### config.mk
export PLATFORM = sky130hd
export DESIGN_NAME = key_debounce
export DESIGN_NICKNAME = d
export VERILOG_FILES = /design/src/rtl/key_debounce.sv
export SDC_FILE = /design/constraint.sdc
export NUM_CORES = 1
export LEC_CHECK = 0
export ABC_CLOCK_PERIOD_IN_PS = 4150
export CAP_MARGIN = 0
export CELL_PAD_IN_SITES_DETAIL_PLACEMENT = 0
export CELL_PAD_IN_SITES_GLOBAL_PLACEMENT = 1
export CORE_UTILIZATION = 50
export CTS_CLUSTER_SIZE = 8
export DETAILED_ROUTE_END_ITERATION = 10
export GPL_ROUTABILITY_DRIVEN = 0
export GPL_TIMING_DRIVEN = 0
export HOLD_SLACK_MARGIN = 0.05
export PLACE_DENSITY = 0.83
export SLEW_MARGIN = 40
export SYNTH_ARGS = -nofsm -noshare
export SYNTH_HDL_FRONTEND = slang
export SYNTH_SLANG_ARGS = --single-unit
### constraint.sdc
create_clock -name CLOCK_50 -period 4.15 [get_ports CLOCK_50]
set_input_delay 0.6225 -clock CLOCK_50 [delete_from_list [all_inputs] [get_ports CLOCK_50]]
set_output_delay 0.6225 -clock CLOCK_50 [all_outputs]
set_load 0.1 [all_outputs]
### src/rtl/key_debounce.sv
// Multi-channel pushbutton debouncer with press/release edge pulses and auto-repeat.
// Each channel is an independent four-state FSM fed by a two-flop synchronizer.
module key_debounce #(
   parameter int unsigned NUM_KEYS        = 4,
   parameter int unsigned DEBOUNCE_CYCLES = 1000000,
   parameter int unsigned REPEAT_DELAY    = 25000000,
   parameter int unsigned REPEAT_RATE     = 5000000
) (
   input  logic                CLOCK_50,
   input  logic                RESET_N,
   input  logic [NUM_KEYS-1:0] KEY,
   output logic [NUM_KEYS-1:0] key_state,
   output logic [NUM_KEYS-1:0] key_press,
   output logic [NUM_KEYS-1:0] key_release,
   output logic [NUM_KEYS-1:0] key_repeat
);

   localparam int unsigned DB_W    = (DEBOUNCE_CYCLES > 1) ? $clog2(DEBOUNCE_CYCLES) : 1;
   localparam int unsigned RPT_MAX = (REPEAT_DELAY > REPEAT_RATE) ? REPEAT_DELAY : REPEAT_RATE;
   localparam int unsigned RPT_W   = (RPT_MAX > 1) ? $clog2(RPT_MAX) : 1;
   localparam logic [DB_W-1:0]  DB_LAST    = DB_W'(DEBOUNCE_CYCLES - 1);
   localparam logic [RPT_W-1:0] DELAY_LAST = RPT_W'((REPEAT_DELAY == 0) ? 0 : REPEAT_DELAY - 1);
   localparam logic [RPT_W-1:0] RATE_LAST  = RPT_W'(REPEAT_RATE - 1);
   localparam bit               RPT_EN     = (REPEAT_DELAY != 0);

   typedef enum logic [1:0] {
      RELEASED     = 2'd0,
      PRESS_WAIT   = 2'd1,
      PRESSED      = 2'd2,
      RELEASE_WAIT = 2'd3
   } state_t;

   logic [NUM_KEYS-1:0] sync1, sync2;
   logic [NUM_KEYS-1:0] state_c, press_c, release_c, repeat_c;

   // Synchronizer idles at the released (high) level
   always_ff @(posedge CLOCK_50) begin
      if (!RESET_N) begin
         sync1 <= '1;
         sync2 <= '1;
      end else begin
         sync1 <= KEY;
         sync2 <= sync1;
      end
   end

   for (genvar i = 0; i < NUM_KEYS; i++) begin : g_ch
      state_t           state, state_nx;
      logic [DB_W-1:0]  db_cnt, db_cnt_nx;
      logic [RPT_W-1:0] rpt_cnt, rpt_cnt_nx;
      logic             rpt_phase, rpt_phase_nx;
      logic             down;
      logic             ch_press, ch_release, ch_repeat;

      assign down = ~sync2[i];

      always_ff @(posedge CLOCK_50) begin
         if (!RESET_N) begin
            state     <= RELEASED;
            db_cnt    <= '0;
            rpt_cnt   <= '0;
            rpt_phase <= 1'b0;
         end else begin
            state     <= state_nx;
            db_cnt    <= db_cnt_nx;
            rpt_cnt   <= rpt_cnt_nx;
            rpt_phase <= rpt_phase_nx;
         end
      end

      // rpt_phase selects the initial delay (0) or the steady repeat rate (1)
      always_comb begin
         state_nx     = state;
         db_cnt_nx    = db_cnt;
         rpt_cnt_nx   = rpt_cnt;
         rpt_phase_nx = rpt_phase;
         ch_press     = 1'b0;
         ch_release   = 1'b0;
         ch_repeat    = 1'b0;
         case (state)
            RELEASED: begin
               if (down) begin
                  state_nx  = PRESS_WAIT;
                  db_cnt_nx = '0;
               end
            end
            PRESS_WAIT: begin
               if (!down) begin
                  state_nx  = RELEASED;
                  db_cnt_nx = '0;
               end else if (db_cnt == DB_LAST) begin
                  state_nx     = PRESSED;
                  ch_press     = 1'b1;
                  rpt_cnt_nx   = '0;
                  rpt_phase_nx = 1'b0;
               end else begin
                  db_cnt_nx = db_cnt + DB_W'(1);
               end
            end
            PRESSED: begin
               if (!down) begin
                  state_nx  = RELEASE_WAIT;
                  db_cnt_nx = '0;
               end else if (RPT_EN) begin
                  if (rpt_cnt == (rpt_phase ? RATE_LAST : DELAY_LAST)) begin
                     ch_repeat    = 1'b1;
                     rpt_cnt_nx   = '0;
                     rpt_phase_nx = 1'b1;
                  end else begin
                     rpt_cnt_nx = rpt_cnt + RPT_W'(1);
                  end
               end
            end
            RELEASE_WAIT: begin
               if (down) begin
                  state_nx  = PRESSED;
                  db_cnt_nx = '0;
               end else if (db_cnt == DB_LAST) begin
                  state_nx   = RELEASED;
                  ch_release = 1'b1;
               end else begin
                  db_cnt_nx = db_cnt + DB_W'(1);
               end
            end
            default: state_nx = RELEASED;
         endcase
      end

      assign state_c[i]   = (state_nx == PRESSED) || (state_nx == RELEASE_WAIT);
      assign press_c[i]   = ch_press;
      assign release_c[i] = ch_release;
      assign repeat_c[i]  = ch_repeat;
   end

   always_ff @(posedge CLOCK_50) begin
      if (!RESET_N) begin
         key_state   <= '0;
         key_press   <= '0;
         key_release <= '0;
         key_repeat  <= '0;
      end else begin
         key_state   <= state_c;
         key_press   <= press_c;
         key_release <= release_c;
         key_repeat  <= repeat_c;
      end
   end

endmodule

==> flow_metrics.tcl <==
set metrics [dict create \
    grt_pass1_wl_mm 40.4 \
    ys_types 72 \
    fin_ws_ps 1580 \
    finalSetupViolations 0 \
    clock_path_buffers 3 \
    synthTopCellsByArea "dfxtp_1 (42%), nor2_1 (6.7%), xor2_1 (6.1%), xnor2_1 (4.7%), nand3_1 (4.1%)" \
    wl_per_cell_um 15.1 \
    nets 1308 \
    synth-main-ff-cell "dfxtp_1" \
    min_from "sync1[0]" \
    hold_ws_ps 406 \
    critPathMaxFanout 10 \
    yosys.area.top_type "dfxtp_1" \
    start_kind "register" \
    numCtsBuffers 30 \
    vdd_drop_max_mv 0.250 \
    critPathSlowestCell "or4b_2" \
    antenna_found_initial 0 \
    critical_path_class "reg2reg" \
    firstDrtPassIters 5 \
    grt_pass1_vias 8254 \
    worst_pin_slew_ps 808 \
    io_pins 22 \
    synth-async-reset-ratio_pct 0 \
    cts_htree_levels 1 \
    fin_setup_tns_ps 0 \
    area_growth_pct 12.1 \
    num_rows 52 \
    clock_skew_ps 9.86 \
    postCtsHoldBufs 0 \
    required_ps 4570 \
    cts_resized 0 \
    diodes 0 \
    hp-class "reg2reg" \
    clock-sinks 216 \
    netlist_area_um2 10300 \
    fmax_mhz 389 \
    path_clk_slew_ps 50 \
    grt_usage_pct 22.6 \
    top_layer "met4" \
    design.core.area_um2 20200 \
    hold_violations 0 \
    slew_violations 0 \
    fp.dieW_um 146 \
    insertion_delay_ps 540 \
    finalWirelength_mm 23.6 \
    grt_overflow 0 \
    cp_cell_sequence "or4b_2 -> nor4_1 -> a31oi_1 -> o21ai_2 -> buf_2 -> nor2_1" \
    via_per_inst 5.65 \
    powerDensity_nw_per_um2 372 \
    die_area_um2 21200 \
    drt_iter0_drc 379 \
    route.met3.wl_um 818 \
    dr_wl_met2_mm 10.5 \
    maxSlewHeadroom_pct 45.8 \
    cts_tree "done" \
    portBuffers 21 \
    dp_hpwl_mm 16.4 \
    syn_avg_cell_area_um2 8.32 \
    status "complete, no violations" \
    drv_cap 0 \
    vias 8837 \
    initial_core_util_pct 51.0 \
    ys_seq_elements 216 \
    drt-met1-wl_mm 11.7 \
    layout-drive-gt1-share_pct 6.42 \
    die_y_um 146 \
    cts-root-buf "clkbuf_16" \
    reg2reg_from "g_ch[1].rpt_cnt[14]" \
    postSynthCellCount 1241 \
    cp-end-kind "register" \
    pre_cts_slack_ps 1080 \
    rsz0062_at_grt "false" \
    drc_errors 0 \
    seq_area_frac_synth_pct 41.9 \
    post_cts_buffers 0 \
    synth_enable_flop_cells 0 \
    fin_crit_sh_pct 62.0 \
    worstPathArrival_ps 2990 \
    crit_start "g_ch[1].rpt_cnt[14]" \
    leakage_nw 3.83 \
    synthDominantCellAreaShare_pct 41.9 \
    yosys_warnings 0 \
    grt_max_degree 15 \
    max_stage_delay_ps 610 \
    min_period_ps 2570 \
    syn_nets 1255 \
    antenna_left 0 \
    cp_top_family "simple AND/OR/NAND/NOR gates" \
    critPathBufInv 1 \
]
[layout make-up]
| type | count | area (µm²) |
|---|---|---|
| Sequential cell | 216 | 4320 |
| Tap cell | 270 | 338 |
| Clock buffer | 31 | 776 |
| Multi-Input combinational cell | 965 | 5750 |
| Timing Repair Buffer | 21 | 130 |
| Buffer | 39 | 169 |
| Inverter | 21 | 78.8 |
| Fill cell | 1914 | 8670 |
[cell usage in the layout, fill, tap and decap left out, drive strengths merged, types with 3 or more instances in the layout]
cell	count
nor2	188
nor3	30
mux2i	4
nand3	85
or4b	6
a31oi	9
and4b	5
xor2	72
dfxtp	216
nand2	95
ha	8
nor3b	5
nor4	39
nand4b	10
nor2b	8
o21a	3
and4	11
nand2b	15
inv	21
or3	24
and3	35
and2	26
clkbuf	59
xnor2	55
clkdlybuf4s50	5
nand3b	5
a21oi	60
buf	27
o21ai	54
or4	4
nor4bb	5
nor4b	13
nand4	56
[path summary, 6_finish.rpt]
kind	depth (start not counted)	endpoint	slack [ps]
setup / recovery	6	g_ch[1].rpt_cnt[19]	1580
hold / removal	1	sync2[0]	410
setup reg to reg	6	g_ch[1].rpt_cnt[19]	1580
hold reg to reg	1	sync2[0]	410
[power breakdown]
part           switching (mW)  internal (mW)
logic                  0.0703         0.0246
registers             0.00886           2.09
clock network           0.829           1.29
[cell usage after synthesis, types with 8 or more instances]
cell type / count
nor2b_1: 8
inv_1: 21
and4_1: 10
dfxtp_1: 216
nand2b_1: 15
or3_1: 24
o21ai_0: 48
nand4b_1: 10
and3_1: 35
a31oi_1: 9
nor4_1: 36
buf_2: 8
nor2_1: 184
nand4_1: 56
ha_1: 8
nand3_1: 85
nand2_1: 95
a21oi_1: 60
and2_1: 25
nor3_1: 30
xor2_1: 72
xnor2_1: 55
clkbuf_1: 28
nor4b_1: 12
[routing by layer]
| layer | vias up | track usage (%) |
|---|---|---|
| li1 | 4521 | - |
| met1 | 4137 | 31.6 |
| met2 | 134 | 36.5 |
| met3 | 45 | 3.04 |
| met4 | 0 | 5.79 |
| met5 | - | 0 |
[metrics by stage]
step,cell area [µm²],utilization (%),total power [mW],instances
finish,11600,57.2,4.31,1563
global route,11600,57.2,4.46,1563
CTS,11600,57.2,4.36,1563
detailed placement,10800,53.3,2.23,1532
global placement,10900,53.7,2.23,1532
floorplan,10300,-,2.19,1241
[sequential cells by signal, summed over array words and instances (netlist names)]
name and flops:
sync2 4, g_ch.rpt_phase 4, key_repeat 4, sync1 4, key_release 4, g_ch.state 8, g_ch.rpt_cnt 100, key_state 4
g_ch.db_cnt 80, key_press 4
[kinds of logic after synthesis]
kind of cell,after synthesis,share of synthesized area [%]
and+or+nand+nor,670,34.6
AOI/OAI and AO/OA,156,9.03
xor gates and xnor gates,127,10.8
DFF,216,41.9
buffers and inverters,60,2.39
adders and majority gates,8,0.970
muxes,4,0.388
Power figures use the tool's default switching activity.
